<file path="config.mk">
export PLATFORM = sky130hd
export DESIGN_NAME = vector_rf_write_arbiter
export DESIGN_NICKNAME = d
export VERILOG_FILES = /design/src/rtl/vector_rf_write_arbiter.sv
export SDC_FILE = /design/constraint.sdc
export NUM_CORES = 1
export LEC_CHECK = 0
export ABC_CLOCK_PERIOD_IN_PS = 3000
export CORE_AREA = 5 5 334 336
export DETAILED_ROUTE_END_ITERATION = 6
export DIE_AREA = 0 0 339 341
export GPL_TIMING_DRIVEN = 1
export PLACE_DENSITY_LB_ADDON = 0.1
export SETUP_SLACK_MARGIN = 0.2
export SLEW_MARGIN = 20
export SYNTH_ARGS = -nofsm -noshare
export SYNTH_HDL_FRONTEND = slang
export SYNTH_SLANG_ARGS = --single-unit
</file>
<file path="constraint.sdc">
create_clock -name clk -period 3 [get_ports clk]
set_input_delay 0.6 -clock clk [delete_from_list [all_inputs] [get_ports clk]]
set_output_delay 0.6 -clock clk [all_outputs]
set_load 0.005 [all_outputs]
</file>
<file path="src/rtl/vector_rf_write_arbiter.sv">
// Write-back arbiter for the vector register file: ALU and LSU share one write port, plus a 32-entry busy scoreboard.
// Optional macro VRF_ARB_FIXED_PRIO_EN: LSU always wins a tie instead of round-robin.
`ifndef VECTOR_RF_NOP
`define VECTOR_RF_NOP 2'b00
`endif
`ifndef VECTOR_RF_WRITE
`define VECTOR_RF_WRITE 2'b01
`endif
`ifndef RF_NOP
`define RF_NOP 2'b00
`endif
`ifndef RF_FINISHED
`define RF_FINISHED 2'b01
`endif

module vector_rf_write_arbiter #(
    parameter int LEN              = 32,
    parameter int VECTOR_SIZE      = 8,
    parameter int ENTRY_INDEX_SIZE = 3
) (
    input  logic                          clk,
    input  logic                          rst,
    input  logic                          rdy_in,
    input  logic                          alu_req,
    input  logic [4:0]                    alu_rd,
    input  logic [VECTOR_SIZE*LEN-1:0]    alu_data,
    input  logic [ENTRY_INDEX_SIZE-1:0]   alu_length,
    output logic                          alu_ack,
    input  logic                          lsu_req,
    input  logic [4:0]                    lsu_rd,
    input  logic [VECTOR_SIZE*LEN-1:0]    lsu_data,
    input  logic [ENTRY_INDEX_SIZE-1:0]   lsu_length,
    output logic                          lsu_ack,
    input  logic                          rsv_valid,
    input  logic [4:0]                    rsv_rd,
    input  logic [4:0]                    chk_rs1,
    input  logic [4:0]                    chk_rs2,
    input  logic [4:0]                    chk_rd,
    output logic                          hazard,
    output logic [31:0]                   busy_mask,
    output logic [1:0]                    rf_signal,
    output logic [4:0]                    rf_rd,
    output logic [VECTOR_SIZE*LEN-1:0]    rf_data,
    output logic [ENTRY_INDEX_SIZE-1:0]   rf_length,
    output logic                          write_back_enabled,
    input  logic [1:0]                    rf_status
);

    typedef enum logic [1:0] {IDLE, WRITE, WAIT} state_t;

    state_t      state;
    logic        winner_lsu;
    logic        pick_lsu;
    logic        done;
    logic [31:0] set_mask;
    logic [31:0] clr_mask;
`ifndef VRF_ARB_FIXED_PRIO_EN
    logic        last_grant_lsu;
`endif

    always_comb begin
`ifdef VRF_ARB_FIXED_PRIO_EN
        pick_lsu = lsu_req;
`else
        pick_lsu = lsu_req && (!alu_req || !last_grant_lsu);
`endif
    end

    // NOTE: the ack is combinational so the producer sees it in the same cycle the
    // register file reports completion; gating with rst keeps an abandoned write silent.
    assign done    = (state == WAIT) && (rf_status == `RF_FINISHED) && rdy_in && !rst;
    assign alu_ack = done && !winner_lsu;
    assign lsu_ack = done && winner_lsu;

    assign set_mask = rsv_valid ? (32'd1 << rsv_rd) : 32'd0;
    assign clr_mask = done      ? (32'd1 << rf_rd)  : 32'd0;
    assign hazard   = busy_mask[chk_rs1] | busy_mask[chk_rs2] | busy_mask[chk_rd];

    always_ff @(posedge clk) begin
        if (rst) begin
            state              <= IDLE;
            busy_mask          <= '0;
            winner_lsu         <= 1'b0;
            rf_rd              <= '0;
            rf_data            <= '0;
            rf_length          <= '0;
            write_back_enabled <= 1'b0;
            rf_signal          <= `VECTOR_RF_NOP;
`ifndef VRF_ARB_FIXED_PRIO_EN
            last_grant_lsu     <= 1'b1;
`endif
        end else if (rdy_in) begin
            // NOTE: the set is OR-ed in after the clear, so a same-cycle reservation wins.
            busy_mask <= (busy_mask & ~clr_mask) | set_mask;
            unique case (state)
                IDLE: begin
                    if (alu_req || lsu_req) begin
                        winner_lsu         <= pick_lsu;
                        rf_rd              <= pick_lsu ? lsu_rd     : alu_rd;
                        rf_data            <= pick_lsu ? lsu_data   : alu_data;
                        rf_length          <= pick_lsu ? lsu_length : alu_length;
                        write_back_enabled <= 1'b1;
                        rf_signal          <= `VECTOR_RF_WRITE;
                        state              <= WRITE;
                    end
                end
                WRITE: begin
                    write_back_enabled <= 1'b0;
                    rf_signal          <= `VECTOR_RF_NOP;
                    state              <= WAIT;
                end
                WAIT: begin
                    if (done) begin
`ifndef VRF_ARB_FIXED_PRIO_EN
                        last_grant_lsu <= winner_lsu;
`endif
                        state <= IDLE;
                    end
                end
                default: state <= IDLE;
            endcase
        end
    end

endmodule

</file>
==> results of run 1 <==
==> critical path, delay by kind of cell <==
family | cells | cell delay (ps)
AOI/OAI and AO/OA | 3 | 860
buffers and inverters | 3 | 800
and+or+nand+nor | 1 | 130
==> flip-flops by register name, summed over array words and instances (netlist names) <==
register        flops
winner_lsu          1
state               2
rf_data           256
last_grant_lsu      1
rf_length           3
rf_signal           1
rf_rd               5
busy_mask          32
==> power groups by stage <==
stage | clock network, mW | logic (mW) | registers [mW]
6_report | 5.51 | 2.97 | 4.56
5_1_grt | 5.94 | 3.22 | 4.60
4_1_cts | 5.81 | 3.02 | 4.56
3_5_place_dp | 0 | 3.01 | 4.64
3_3_place_gp | 0 | 3.01 | 4.63
2_1_floorplan | 0 | 0.988 | 4.64
==> metal layers <==
metal / GRT usage, % / up-vias / part of all wire (%)
li1: - / 7890 / -
met1: 15.5 / 7926 / 38
met2: 26.4 / 622 / 51
met3: 5.79 / 118 / 8.9
met4: 3.25 / 14 / 2.0
met5: 0 / - / 0.12
==> final cells by class <==
type | instances | share of cell area, %
timing repair buffer | 955 | 37.3
multi-input combinational | 1289 | 26.8
sequential | 301 | 23.2
tap | 1414 | 6.81
clock buffer | 72 | 5.27
clock inverter | 10 | 0.515
antenna | 9 | 0.0867
inverter | 2 | 0.0289
==> worst paths after layout <==
path | slack, ps | endpoint | from | cells past startpoint
max | 8 | hazard | chk_rs1[0] | 7
min | 490 | rf_data[25]$_SDFFE_PP0P_ | rf_data[25]$_SDFFE_PP0P_ | 2
max reg2reg | 1110 | rf_data[155]$_SDFFE_PP0P_ | state[1]$_SDFFE_PP0P_ | 6
min reg2reg | 490 | rf_data[25]$_SDFFE_PP0P_ | rf_data[25]$_SDFFE_PP0P_ | 2
==> repair_timing <==
action	4_1_cts	5_1_grt
hold buffers	0	0
gates resized for setup	24	12
gates cloned	0	1
buffers inserted	1	6
pin swaps	4	3
endpoints found under the setup margin	2	3
endpoints found under the hold margin	0	0
==> cell usage after synthesis, drive strengths merged, types with 7 or more instances <==
library cell,instances
a21oi,37
a311oi,268
buf,68
clkbuf,100
dfxtp,301
mux2,12
mux4,14
nand2,572
nand3b,7
nor2,279
nor2b,10
nor3,8
o21ai,34
==> metrics by stage <==
stage          hold WS [ps]  util [%]  std cells
2_1_floorplan           466         -       1760
3_3_place_gp            481      22.5       3953
3_5_place_dp            492      22.5       3953
4_1_cts                 499      23.9       4036
5_1_grt                 513      24.0       4048
6_report                494      24.0       4052
==> cell families (layout without fill, tap and decap cells) <==
group | Yosys count | in the layout | share of synthesized area (%)
compound gates | 355 | 355 | 20.7
buf+inv | 170 | 1039 | 5.58
flops | 301 | 301 | 44.1
mux | 32 | 32 | 3.92
other cells | 1 | 10 | 0.0274
simple gates | 901 | 901 | 25.8
==> qor.log, run 1 <==
qor: detailed_routing.drc_errors 0
qor: power_and_ir_drop.cellPowerDensity 502 nW/um^2
qor: setup_path.critical_path.endpoint_type output port
qor: detailed_routing.drt_iter0_markers 626
qor: logic_synthesis.synth-seq-cells 301
qor: detailed_routing.antenna_left 0
qor: finish.seq_area 6030 um^2
qor: finish.total_area_of_multi_input_combinational_cells 6960 um^2
qor: placed_design.dp_hpwl 67,500 um
qor: detailed_routing.drt_wl_total 88,200 um
qor: floorplanning.initial_core_util 12.6%
qor: logic_synthesis.synth-main-ff-cell sky130_fd_sc_hd__dfxtp_1
qor: timing.fin_worst_skew 14.8 ps
qor: cts.root_buffer_cell sky130_fd_sc_hd__clkbuf_16
qor: power_and_ir_drop.p_sw_share 27.8%
qor: power_and_ir_drop.power.combinational.fraction 22.8%
qor: setup_path.cp_startpoint_kind input pin
qor: cts.cts_htree_levels 2
qor: timing.final-setup-viol-count 0
qor: floorplanning.die-height 341 um
qor: global_routing.grt_remaining_overflow 0
qor: power_and_ir_drop.power.internal 9.42 mW
qor: timing.timing_worst_slew_pin_value 1070 ps
qor: logic_synthesis.syn_inst 1,760
qor: min_path.hold_path_class reg2reg
qor: power_and_ir_drop.power 13.0 mW
qor: power_and_ir_drop.p_clk_share 42.3%
qor: placed_design.port-buffer-count 856
qor: logic_synthesis.yosys.cell_types.count 40
qor: logic_synthesis.synth_top_cell_by_area sky130_fd_sc_hd__dfxtp_1
qor: setup_path.crit_top_cell sky130_fd_sc_hd__a311oi_1
qor: placed_design.gp_congestion 0.818
qor: setup_path.critical_path.max_fanout 9
qor: flow_run.max_cap_violations 0
qor: timing.final.setup.tns 0 ps
qor: placed_design.placement.cell_area 24,300 um^2
qor: detailed_routing.1st_pass_router_iterations 4
qor: power_and_ir_drop.ir_drop 0.383 mV
qor: floorplanning.core_region_area 108,000 um^2
qor: cts.clk-insertion-delay-late 590 ps
qor: status.outcome finished clean
qor: finish.finalInstanceArea 26,000 um^2
qor: logic_synthesis.syn_nets 2,316
qor: timing.portion_of_the_clock_cycle_consumed_by_the_worst_path_in_the_final_layout 99.7%
qor: placed_design.setup_slack_placement -909 ps
qor: global_routing.grt_use_total 14.4%
qor: setup_path.cpMaxStageDelayCell sky130_fd_sc_hd__clkdlybuf4s50_1
qor: setup_path.crit_chain clkdlybuf4s50_1 > buf_4 > a2111oi_0 > a311oi_1 > a311oi_1 > nand4_1 > buf_2
qor: finish.drive_gt1_share 7.95%
qor: detailed_routing.via_count 16,600
qor: cts.clk_transition_reported_paths 50 ps
qor: finish.filler_cell_count 11,800
qor: cts.cts_buffers 45
qor: finish.layout_common_cells sky130_fd_sc_hd__clkdlybuf4s50_1 (850), sky130_fd_sc_hd__nand2_1 (571), sky130_fd_sc_hd__dfxtp_1 (299)
qor: logic_synthesis.netlist_top_cells_area sky130_fd_sc_hd__dfxtp_1 (44%), sky130_fd_sc_hd__a311oi_1 (17%), sky130_fd_sc_hd__nand2_1 (16%)
qor: timing.min_period 2990 ps
qor: floorplanning.num_io_pins 858
qor: global_routing.grt_first_pass_wirelength 124,000 um
qor: global_routing.grt_start_max_net_pins 161
qor: timing.worst_slack 8.39 ps
qor: floorplanning.die_w 339 um
qor: global_routing.vias_in_the_first_global_route 16,900
qor: timing.fmax 0.334 GHz
qor: logic_synthesis.synth.yosys.warnings 0
qor: global_routing.antenna_found_initial 17
qor: logic_synthesis.synthesis.area_per_instance 7.77 um^2
qor: setup_path.critical_path_class in2out
qor: finish.area.growth.synth_to_final 90.0%
qor: cts.max-clock-path-buffers 3
qor: setup_path.worst-endpoint-required 2400 ps
qor: timing.timing.slew.headroom 28.6%
qor: logic_synthesis.async_flop_share 0%
qor: logic_synthesis.synth-seq-area-share 44.1%
qor: floorplanning.rows 121
qor: power_and_ir_drop.power.share.sequential 35.0%
qor: finish.finalNetCount 3,150
qor: detailed_routing.routed_wire_length_per_instance 21.8 um
qor: timing.maxSlewViolCount 0
qor: cts.cts_tree yes
qor: power_and_ir_drop.power.static_leakage 9.37 nW
qor: logic_synthesis.synth_top_cell_area_share 44.1%
qor: detailed_routing.vias_per_cell 4.09
qor: logic_synthesis.post_synth_edffs 0
qor: setup_path.critical-path-max-stage-delay 450 ps
qor: timing.timing_hold_violations_final 0
qor: power_and_ir_drop.power.switching 3.62 mW
qor: timing.rsz_0062_raised_after_global_routing true
qor: finish.mostFrequentLayoutCell sky130_fd_sc_hd__clkdlybuf4s50_1
qor: logic_synthesis.synth_area 13,700 um^2
qor: setup_path.timing.critical_path.arrival 2390 ps
qor: cts.tritoncts_num_sinks 301
qor: floorplanning.die_area 116,000 um^2
No activity file was read; power rests on OpenSTA's default activity.
==> run 2, diff against run 1 <==
--- a/config.mk
+++ b/config.mk
@@ -11,8 +11,8 @@
 export DIE_AREA = 0 0 339 341
 export GPL_TIMING_DRIVEN = 1
 export PLACE_DENSITY_LB_ADDON = 0.1
+export REMOVE_ABC_BUFFERS = 1
 export SETUP_SLACK_MARGIN = 0.2
-export SLEW_MARGIN = 20
 export SYNTH_ARGS = -nofsm -noshare
 export SYNTH_HDL_FRONTEND = slang
 export SYNTH_SLANG_ARGS = --single-unit
==> qor.log, run 2 (synthesized netlist as in run 1, its figures left out) <==
qor: timing.maxSlewViolCount 0 [unchanged]
qor: setup_path.worstReg2RegStart state[1]$_SDFFE_PP0P_ [unchanged]
qor: finish.finalInstanceArea 26,000 um^2 [about the same]
qor: placed_design.dp_hpwl 65,500 um [was 67,500 um]
qor: finish.fin_util 24.0% [about the same]
qor: finish.finalNetCount 3,147 [was 3,150]
qor: timing.fmax 0.341 GHz [was 0.334 GHz]
qor: cts.tritoncts_num_sinks 301 [unchanged]
qor: floorplanning.initial_core_util 12.6% [unchanged]
qor: finish.area.growth.synth_to_final 89.8% [was 90.0%]
qor: finish.mostFrequentLayoutCell sky130_fd_sc_hd__clkdlybuf4s50_1 [unchanged]
qor: setup_path.worst-endpoint-required 2400 ps [about the same]
qor: setup_path.crit_chain mux4_2 > mux4_2 > a21oi_2 > nand4_1 > buf_2 [was clkdlybuf4s50_1 > buf_4 > a2111oi_0 > a311oi_1 > a311oi_1 > nand4_1 > buf_2]
qor: finish.layout_common_cells sky130_fd_sc_hd__clkdlybuf4s50_1 (847), sky130_fd_sc_hd__nand2_1 (571), sky130_fd_sc_hd__dfxtp_1 (294) [was sky130_fd_sc_hd__clkdlybuf4s50_1 (850), sky130_fd_sc_hd__nand2_1 (571), sky130_fd_sc_hd__dfxtp_1 (299)]
qor: timing.final.setup.tns 0 ps [unchanged]
qor: setup_path.crit-reg2reg-capture busy_mask[6]$_SDFFE_PP0P_ [was rf_data[155]$_SDFFE_PP0P_]
qor: cts.cts_tree yes [unchanged]
qor: min_path.hold_path_class in2reg [was reg2reg]
qor: setup_path.critical_path.max_fanout 2 [was 9]
qor: detailed_routing.routed_wire_length_per_instance 21.2 um [was 21.8 um]
qor: cts.cts_htree_levels 2 [unchanged]
qor: detailed_routing.drc_errors 0 [unchanged]
qor: floorplanning.die-height 341 um [unchanged]
qor: floorplanning.die_w 339 um [unchanged]
qor: power_and_ir_drop.ir_drop 0.370 mV [was 0.383 mV]
qor: detailed_routing.vias_per_cell 4.03 [was 4.09]
qor: setup_path.timing.critical_path.arrival 2330 ps [was 2390 ps]
qor: min_path.whs_path_depth 2 [unchanged]
qor: placed_design.placement.cell_area 24,300 um^2 [about the same]
qor: timing.portion_of_the_clock_cycle_consumed_by_the_worst_path_in_the_final_layout 97.7% [was 99.7%]
qor: detailed_routing.1st_pass_router_iterations 5 [was 4]
qor: setup_path.cp_startpoint_kind flip-flop [was input pin]
qor: power_and_ir_drop.power.static_leakage 9.34 nW [was 9.37 nW]
qor: detailed_routing.via_count 16,300 [was 16,600]
qor: setup_path.cpMaxStageDelayCell sky130_fd_sc_hd__mux4_2 [was sky130_fd_sc_hd__clkdlybuf4s50_1]
qor: placed_design.port-buffer-count 856 [unchanged]
qor: global_routing.vias_in_the_first_global_route 17,100 [was 16,900]
qor: setup_path.critical-path-max-stage-delay 490 ps [was 450 ps]
qor: global_routing.antenna_found_initial 26 [was 17]
qor: placed_design.gp_congestion 0.812 [was 0.818]
qor: finish.biggestRegsByFlops rf_data: 256 flops, busy_mask: 32 flops, rf_rd: 5 flops [unchanged]
qor: timing.timing.slew.headroom 34.6% [was 28.6%]
qor: floorplanning.num_io_pins 858 [unchanged]
qor: finish.number_of_flip_flops_under_the_largest_register_name 256 [unchanged]
qor: cts.clk_transition_reported_paths 60 ps [was 50 ps]
qor: timing.timing_worst_slew_pin_value 981 ps [was 1070 ps]
qor: detailed_routing.drt_wl_total 85,700 um [was 88,200 um]
qor: setup_path.critical_path_class reg2out [was in2out]
qor: timing.timing_hold_violations_final 0 [unchanged]
qor: cts.clk-insertion-delay-late 590 ps [about the same]
qor: power_and_ir_drop.cellPowerDensity 496 nW/um^2 [was 502 nW/um^2]
qor: global_routing.grt_first_pass_wirelength 123,000 um [was 124,000 um]
qor: cts.cts_buffers 46 [was 45]
qor: setup_path.rr_worst_depth 5 [was 6]
qor: global_routing.grt_use_total 14.1% [was 14.4%]
qor: detailed_routing.antenna_left 0 [unchanged]
qor: cts.root_buffer_cell sky130_fd_sc_hd__clkbuf_16 [unchanged]
qor: timing.min_period 2930 ps [was 2990 ps]
qor: floorplanning.die_area 116,000 um^2 [unchanged]
qor: floorplanning.rows 121 [unchanged]
qor: cts.max-clock-path-buffers 3 [unchanged]
qor: setup_path.reg_to_reg_setup_timing_slack 1020 ps [was 1110 ps]
qor: finish.max_flop_register rf_data [unchanged]
qor: setup_path.crit_top_cell sky130_fd_sc_hd__mux4_2 [was sky130_fd_sc_hd__a311oi_1]
qor: setup_path.path_delay_family multiplexers [was compound AO/OA/AOI/OAI gates]
qor: timing.fin_worst_skew 15.1 ps [was 14.8 ps]
qor: detailed_routing.drt_iter0_markers 617 [was 626]
qor: finish.drive_gt1_share 8.27% [was 7.95%]
qor: timing.rsz_0062_raised_after_global_routing true [unchanged]
qor: cts.postCtsHoldBufs 0 [unchanged]
qor: floorplanning.core_region_area 108,000 um^2 [unchanged]
qor: flow_run.max_cap_violations 0 [unchanged]
qor: setup_path.cp.buffers_inverters 1 [was 3]
qor: timing.final-setup-viol-count 0 [unchanged]
qor: global_routing.grt_remaining_overflow 0 [unchanged]
qor: min_path.min_delay_worst_endpoint busy_mask[14]$_SDFFE_PP0P_ [was rf_data[25]$_SDFFE_PP0P_]
qor: status.outcome finished clean [unchanged]
qor: global_routing.grt_start_max_net_pins 152 [was 161]
qor: setup_path.critical_path.endpoint_type output port [unchanged]
qor: min_path.hold_start rst [was rf_data[25]$_SDFFE_PP0P_]
[run 2: cell types whose count changed in the layout (fill, tap and decap cells not counted), moves of 3 or more]
cell,delta
sky130_fd_sc_hd__buf_6,+4
sky130_fd_sc_hd__buf_4,-4
sky130_fd_sc_hd__dfxtp_1,-5
sky130_fd_sc_hd__clkdlybuf4s50_1,-3
sky130_fd_sc_hd__dfxtp_2,+5
sky130_fd_sc_hd__a2111oi_2,-3
sky130_fd_sc_hd__dlygate4sd2_1,+3
sky130_fd_sc_hd__buf_12,-3
[run 2: area by class of cell]
class	instances	area [um^2]
Timing Repair Buffer	951	9620
Fill cell	11800	82300
Multi-Input combinational cell	1289	7040
Antenna cell	11	27.5
Tap cell	1414	1770
Inverter	2	10.0
Clock buffer	71	1360
Clock inverter	10	111
Sequential cell	301	6030
[run 2: stage by stage]
stage	std cells	setup WS [ps]	hold WS, ps	total power [mW]
after global routing	4043	-35.8	355	13.6
after floorplan	1592	-7300	474	5.81
after CTS	4038	-14.3	322	13.2
after global placement	3954	-796	482	7.60
final	4049	68.6	391	12.9
after detailed placement	3954	-766	491	7.62
[run 2: layer usage]
layer | vias to the layer above | part of all wire (%) | wire length (um) | GRT usage [%]
met2 | 560 | 53 | 45200 | 26.6
met1 | 7735 | 36 | 30500 | 14.3
li1 | 7875 | - | - | -
met5 | - | 0.20 | 171 | 0
met3 | 120 | 9.3 | 7950 | 6.16
met4 | 26 | 2.2 | 1850 | 3.10
[run 2: worst max path at each step]
stage	from	to	slack (ps)	cells past startpoint
5_1_grt	busy_mask[27]$_SDFFE_PP0P_	hazard	-40	5
3_5_place_dp	chk_rd[0]	hazard	-770	7
6_report	busy_mask[31]$_SDFFE_PP0P_	hazard	70	5
3_3_place_gp	chk_rd[0]	hazard	-800	7
4_1_cts	busy_mask[19]$_SDFFE_PP0P_	hazard	-10	7
2_1_floorplan	rdy_in	rf_data[0]$_SDFFE_PP0P_	-7300	4
[run 2: worst register-to-register path: stages (launching register included)]
cell and delay (ps):
sky130_fd_sc_hd__dfxtp_1 430, sky130_fd_sc_hd__nand4bb_4 180, sky130_fd_sc_hd__nor4_1 510, sky130_fd_sc_hd__nand2b_1 360, sky130_fd_sc_hd__o21ai_0 280, sky130_fd_sc_hd__a21oi_1 100
[run 2: what timing repair did]
action / in CTS / in global routing
pin swaps: 10 / 3
setup endpoints to repair: 3 / 2
gates resized for setup: 51 / 8
setup buffers: 3 / 0
[run 2: report_power, final]
part / switching (mW) / internal [mW] / total, mW
Combinational: 1.25 / 1.68 / 2.93
Clock: 2.12 / 3.26 / 5.38
Sequential: 0.201 / 4.36 / 4.56
==> run 3, diff against run 2 <==
--- a/config.mk
+++ b/config.mk
@@ -6,9 +6,9 @@
 export NUM_CORES = 1
 export LEC_CHECK = 0
 export ABC_CLOCK_PERIOD_IN_PS = 3000
-export CORE_AREA = 5 5 334 336
+export CORE_AREA = 3 3 332 334
 export DETAILED_ROUTE_END_ITERATION = 6
-export DIE_AREA = 0 0 339 341
+export DIE_AREA = 0 0 335 337
 export GPL_TIMING_DRIVEN = 1
 export PLACE_DENSITY_LB_ADDON = 0.1
 export REMOVE_ABC_BUFFERS = 1
==> qor.log, run 3 (synthesized netlist as in run 1, its figures left out) <==
qor: power_and_ir_drop.ir_drop 0.378 mV [was 0.370 mV]
qor: setup_path.critical_path_class in2out [was reg2out]
qor: finish.area.growth.synth_to_final 88.6% [was 89.8%]
qor: floorplanning.num_io_pins 858 [unchanged]
qor: setup_path.critical_path.max_fanout 8 [was 2]
qor: cts.tritoncts_num_sinks 301 [unchanged]
qor: global_routing.grt_remaining_overflow 0 [unchanged]
qor: cts.cts_buffers 46 [unchanged]
qor: global_routing.grt_start_max_net_pins 155 [was 152]
qor: flow_run.max_cap_violations 0 [unchanged]
qor: finish.drive_gt1_share 8.21% [was 8.27%]
qor: placed_design.dp_hpwl 64,300 um [was 65,500 um]
qor: detailed_routing.1st_pass_router_iterations 5 [unchanged]
qor: finish.finalInstanceArea 25,800 um^2 [was 26,000 um^2]
qor: timing.timing_worst_slew_pin_value 919 ps [was 981 ps]
qor: placed_design.placement.cell_area 24,200 um^2 [was 24,300 um^2]
qor: cts.cts_htree_levels 2 [unchanged]
qor: floorplanning.die_w 335 um [was 339 um]
qor: cts.cts_tree yes [unchanged]
qor: detailed_routing.routed_wire_length_per_instance 20.9 um [was 21.2 um]
qor: detailed_routing.vias_per_cell 4.05 [was 4.03]
qor: min_path.hold_path_class in2reg [unchanged]
qor: min_path.whs_path_depth 2 [unchanged]
qor: cts.max-clock-path-buffers 3 [unchanged]
qor: setup_path.worst-endpoint-required 2400 ps [about the same]
qor: timing.worst_slack 115 ps [was 68.6 ps]
qor: detailed_routing.drt_iter0_markers 774 [was 617]
qor: power_and_ir_drop.power.static_leakage 9.29 nW [was 9.34 nW]
qor: finish.layout_common_cells sky130_fd_sc_hd__clkdlybuf4s50_1 (846), sky130_fd_sc_hd__nand2_1 (571), sky130_fd_sc_hd__dfxtp_1 (289) [was sky130_fd_sc_hd__clkdlybuf4s50_1 (847), sky130_fd_sc_hd__nand2_1 (571), sky130_fd_sc_hd__dfxtp_1 (294)]
qor: timing.final.setup.tns 0 ps [unchanged]
qor: detailed_routing.drt_wl_total 84,300 um [was 85,700 um]
qor: floorplanning.die-height 337 um [was 341 um]
qor: timing.fin_worst_skew 16.5 ps [was 15.1 ps]
qor: timing.timing_hold_violations_final 0 [unchanged]
qor: detailed_routing.via_count 16,300 [about the same]
qor: finish.number_of_flip_flops_under_the_largest_register_name 256 [unchanged]
qor: setup_path.timing.critical_path.arrival 2280 ps [was 2330 ps]
qor: power_and_ir_drop.cellPowerDensity 498 nW/um^2 [was 496 nW/um^2]
qor: finish.filler_cell_count 11,800 [about the same]
qor: placed_design.gp_congestion 0.840 [was 0.812]
qor: finish.instances_no_fill 4,034 [was 4,049]
qor: finish.biggestRegsByFlops rf_data: 256 flops, busy_mask: 32 flops, rf_rd: 5 flops [unchanged]
qor: timing.maxSlewViolCount 0 [unchanged]
qor: detailed_routing.antenna_left 0 [unchanged]
qor: setup_path.cp_startpoint_kind input pin [was flip-flop]
qor: finish.fin_util 24.1% [was 24.0%]
qor: finish.mostFrequentLayoutCell sky130_fd_sc_hd__clkdlybuf4s50_1 [unchanged]
qor: setup_path.rr_worst_depth 6 [was 5]
qor: global_routing.grt_use_total 14.2% [was 14.1%]
qor: placed_design.port-buffer-count 856 [unchanged]
qor: cts.clk-insertion-delay-late 590 ps [about the same]
qor: floorplanning.rows 120 [was 121]
qor: cts.clk_transition_reported_paths 60 ps [about the same]
qor: status.outcome finished clean [unchanged]
qor: floorplanning.die_area 113,000 um^2 [was 116,000 um^2]
qor: setup_path.critical_path.endpoint_type output port [unchanged]
qor: timing.rsz_0062_raised_after_global_routing true [unchanged]
qor: global_routing.grt_first_pass_wirelength 119,000 um [was 123,000 um]
qor: cts.postCtsHoldBufs 0 [unchanged]
qor: cts.root_buffer_cell sky130_fd_sc_hd__clkbuf_16 [unchanged]
qor: floorplanning.initial_core_util 12.8% [was 12.6%]
qor: detailed_routing.drc_errors 0 [unchanged]
qor: timing.fmax 0.347 GHz [was 0.341 GHz]
qor: finish.finalNetCount 3,142 [was 3,147]
qor: timing.timing.slew.headroom 38.6% [was 34.6%]
qor: finish.max_flop_register rf_data [unchanged]
qor: floorplanning.core_region_area 107,000 um^2 [was 108,000 um^2]
qor: timing.min_period 2880 ps [was 2930 ps]
qor: timing.final-setup-viol-count 0 [unchanged]
qor: timing.portion_of_the_clock_cycle_consumed_by_the_worst_path_in_the_final_layout 96.2% [was 97.7%]
qor: global_routing.antenna_found_initial 20 [was 26]
qor: placed_design.setup_slack_placement -742 ps [was -766 ps]
qor: global_routing.vias_in_the_first_global_route 16,700 [was 17,100]
qor: placed_design.placedCellCount 3,936 [was 3,954]
-- run 3: cell types whose count changed in the layout (fill, tap and decap cells not counted), moves of 3 or more --
cell                       change
sky130_fd_sc_hd__buf_6         -5
sky130_fd_sc_hd__dfxtp_1       -5
sky130_fd_sc_hd__dfxtp_2       +3
sky130_fd_sc_hd__mux4_2        +4
sky130_fd_sc_hd__mux4_1        -4
sky130_fd_sc_hd__clkbuf_1      -3
sky130_fd_sc_hd__clkbuf_8      +6
-- run 3: area by class of cell --
class                           instances  area (um^2)  area share (%)
Timing Repair Buffer                  946         9560            37.1
Sequential cell                       301         6050            23.4
Inverter                                2         7.51          0.0291
Clock inverter                          8         50.0           0.194
Clock buffer                           74         1430            5.54
Tap cell                             1403         1760            6.81
Antenna cell                           11         27.5           0.107
Multi-Input combinational cell       1289         6910            26.8
-- run 3: final timing paths --
path | start | endpoint | slack (ps)
setup / recovery | chk_rd[0] | hazard | 120
hold reg to reg | rf_data[34]$_SDFFE_PP0P_ | rf_data[34]$_SDFFE_PP0P_ | 490
hold / removal | rst | state[0]$_SDFFE_PP0P_ | 300
setup reg to reg | state[0]$_SDFFE_PP0P_ | busy_mask[6]$_SDFFE_PP0P_ | 1010
-- run 3: report_power, final --
group          switching (mW)  leakage, nW  internal (mW)
Sequential              0.203         2.49           4.35
Clock                    2.13        0.730           3.23
Combinational            1.24         6.07           1.69
-- run 3: worst max-delay path, stage by stage --
cell,delay [ps]
sky130_fd_sc_hd__buf_2,100
sky130_fd_sc_hd__buf_12,130
sky130_fd_sc_hd__buf_4,110
sky130_fd_sc_hd__mux4_2,510
sky130_fd_sc_hd__nor3_2,210
sky130_fd_sc_hd__a2111oi_2,70
sky130_fd_sc_hd__buf_4,150
sky130_fd_sc_hd__a21oi_2,110
sky130_fd_sc_hd__nand4_1,120
sky130_fd_sc_hd__buf_2,160
-- run 3: timing repair --
item | in CTS | in global routing
pin swaps | 6 | 1
gates cloned | 1 | 0
gates resized for setup | 46 | 6
endpoints found under the setup margin | 2 | 2
setup buffers | 4 | 0
-- run 3: metal layers --
metal / vias up / share of wire (%) / track usage [%] / routed length [um]
met3: 103 / 8.2 / 5.21 / 6930
met2: 562 / 53 / 26.8 / 44900
met5: - / 0.18 / 0 / 149
met4: 20 / 1.7 / 2.99 / 1450
li1: 7860 / - / - / -
met1: 7790 / 37 / 14.9 / 30900
-- run 3: through the flow --
step | hold slack (ps) | total power, mW
3_5_place_dp | 491 | 7.62
5_1_grt | 284 | 13.6
2_1_floorplan | 474 | 5.81
4_1_cts | 246 | 13.2
3_3_place_gp | 484 | 7.61
6_report | 300 | 12.9
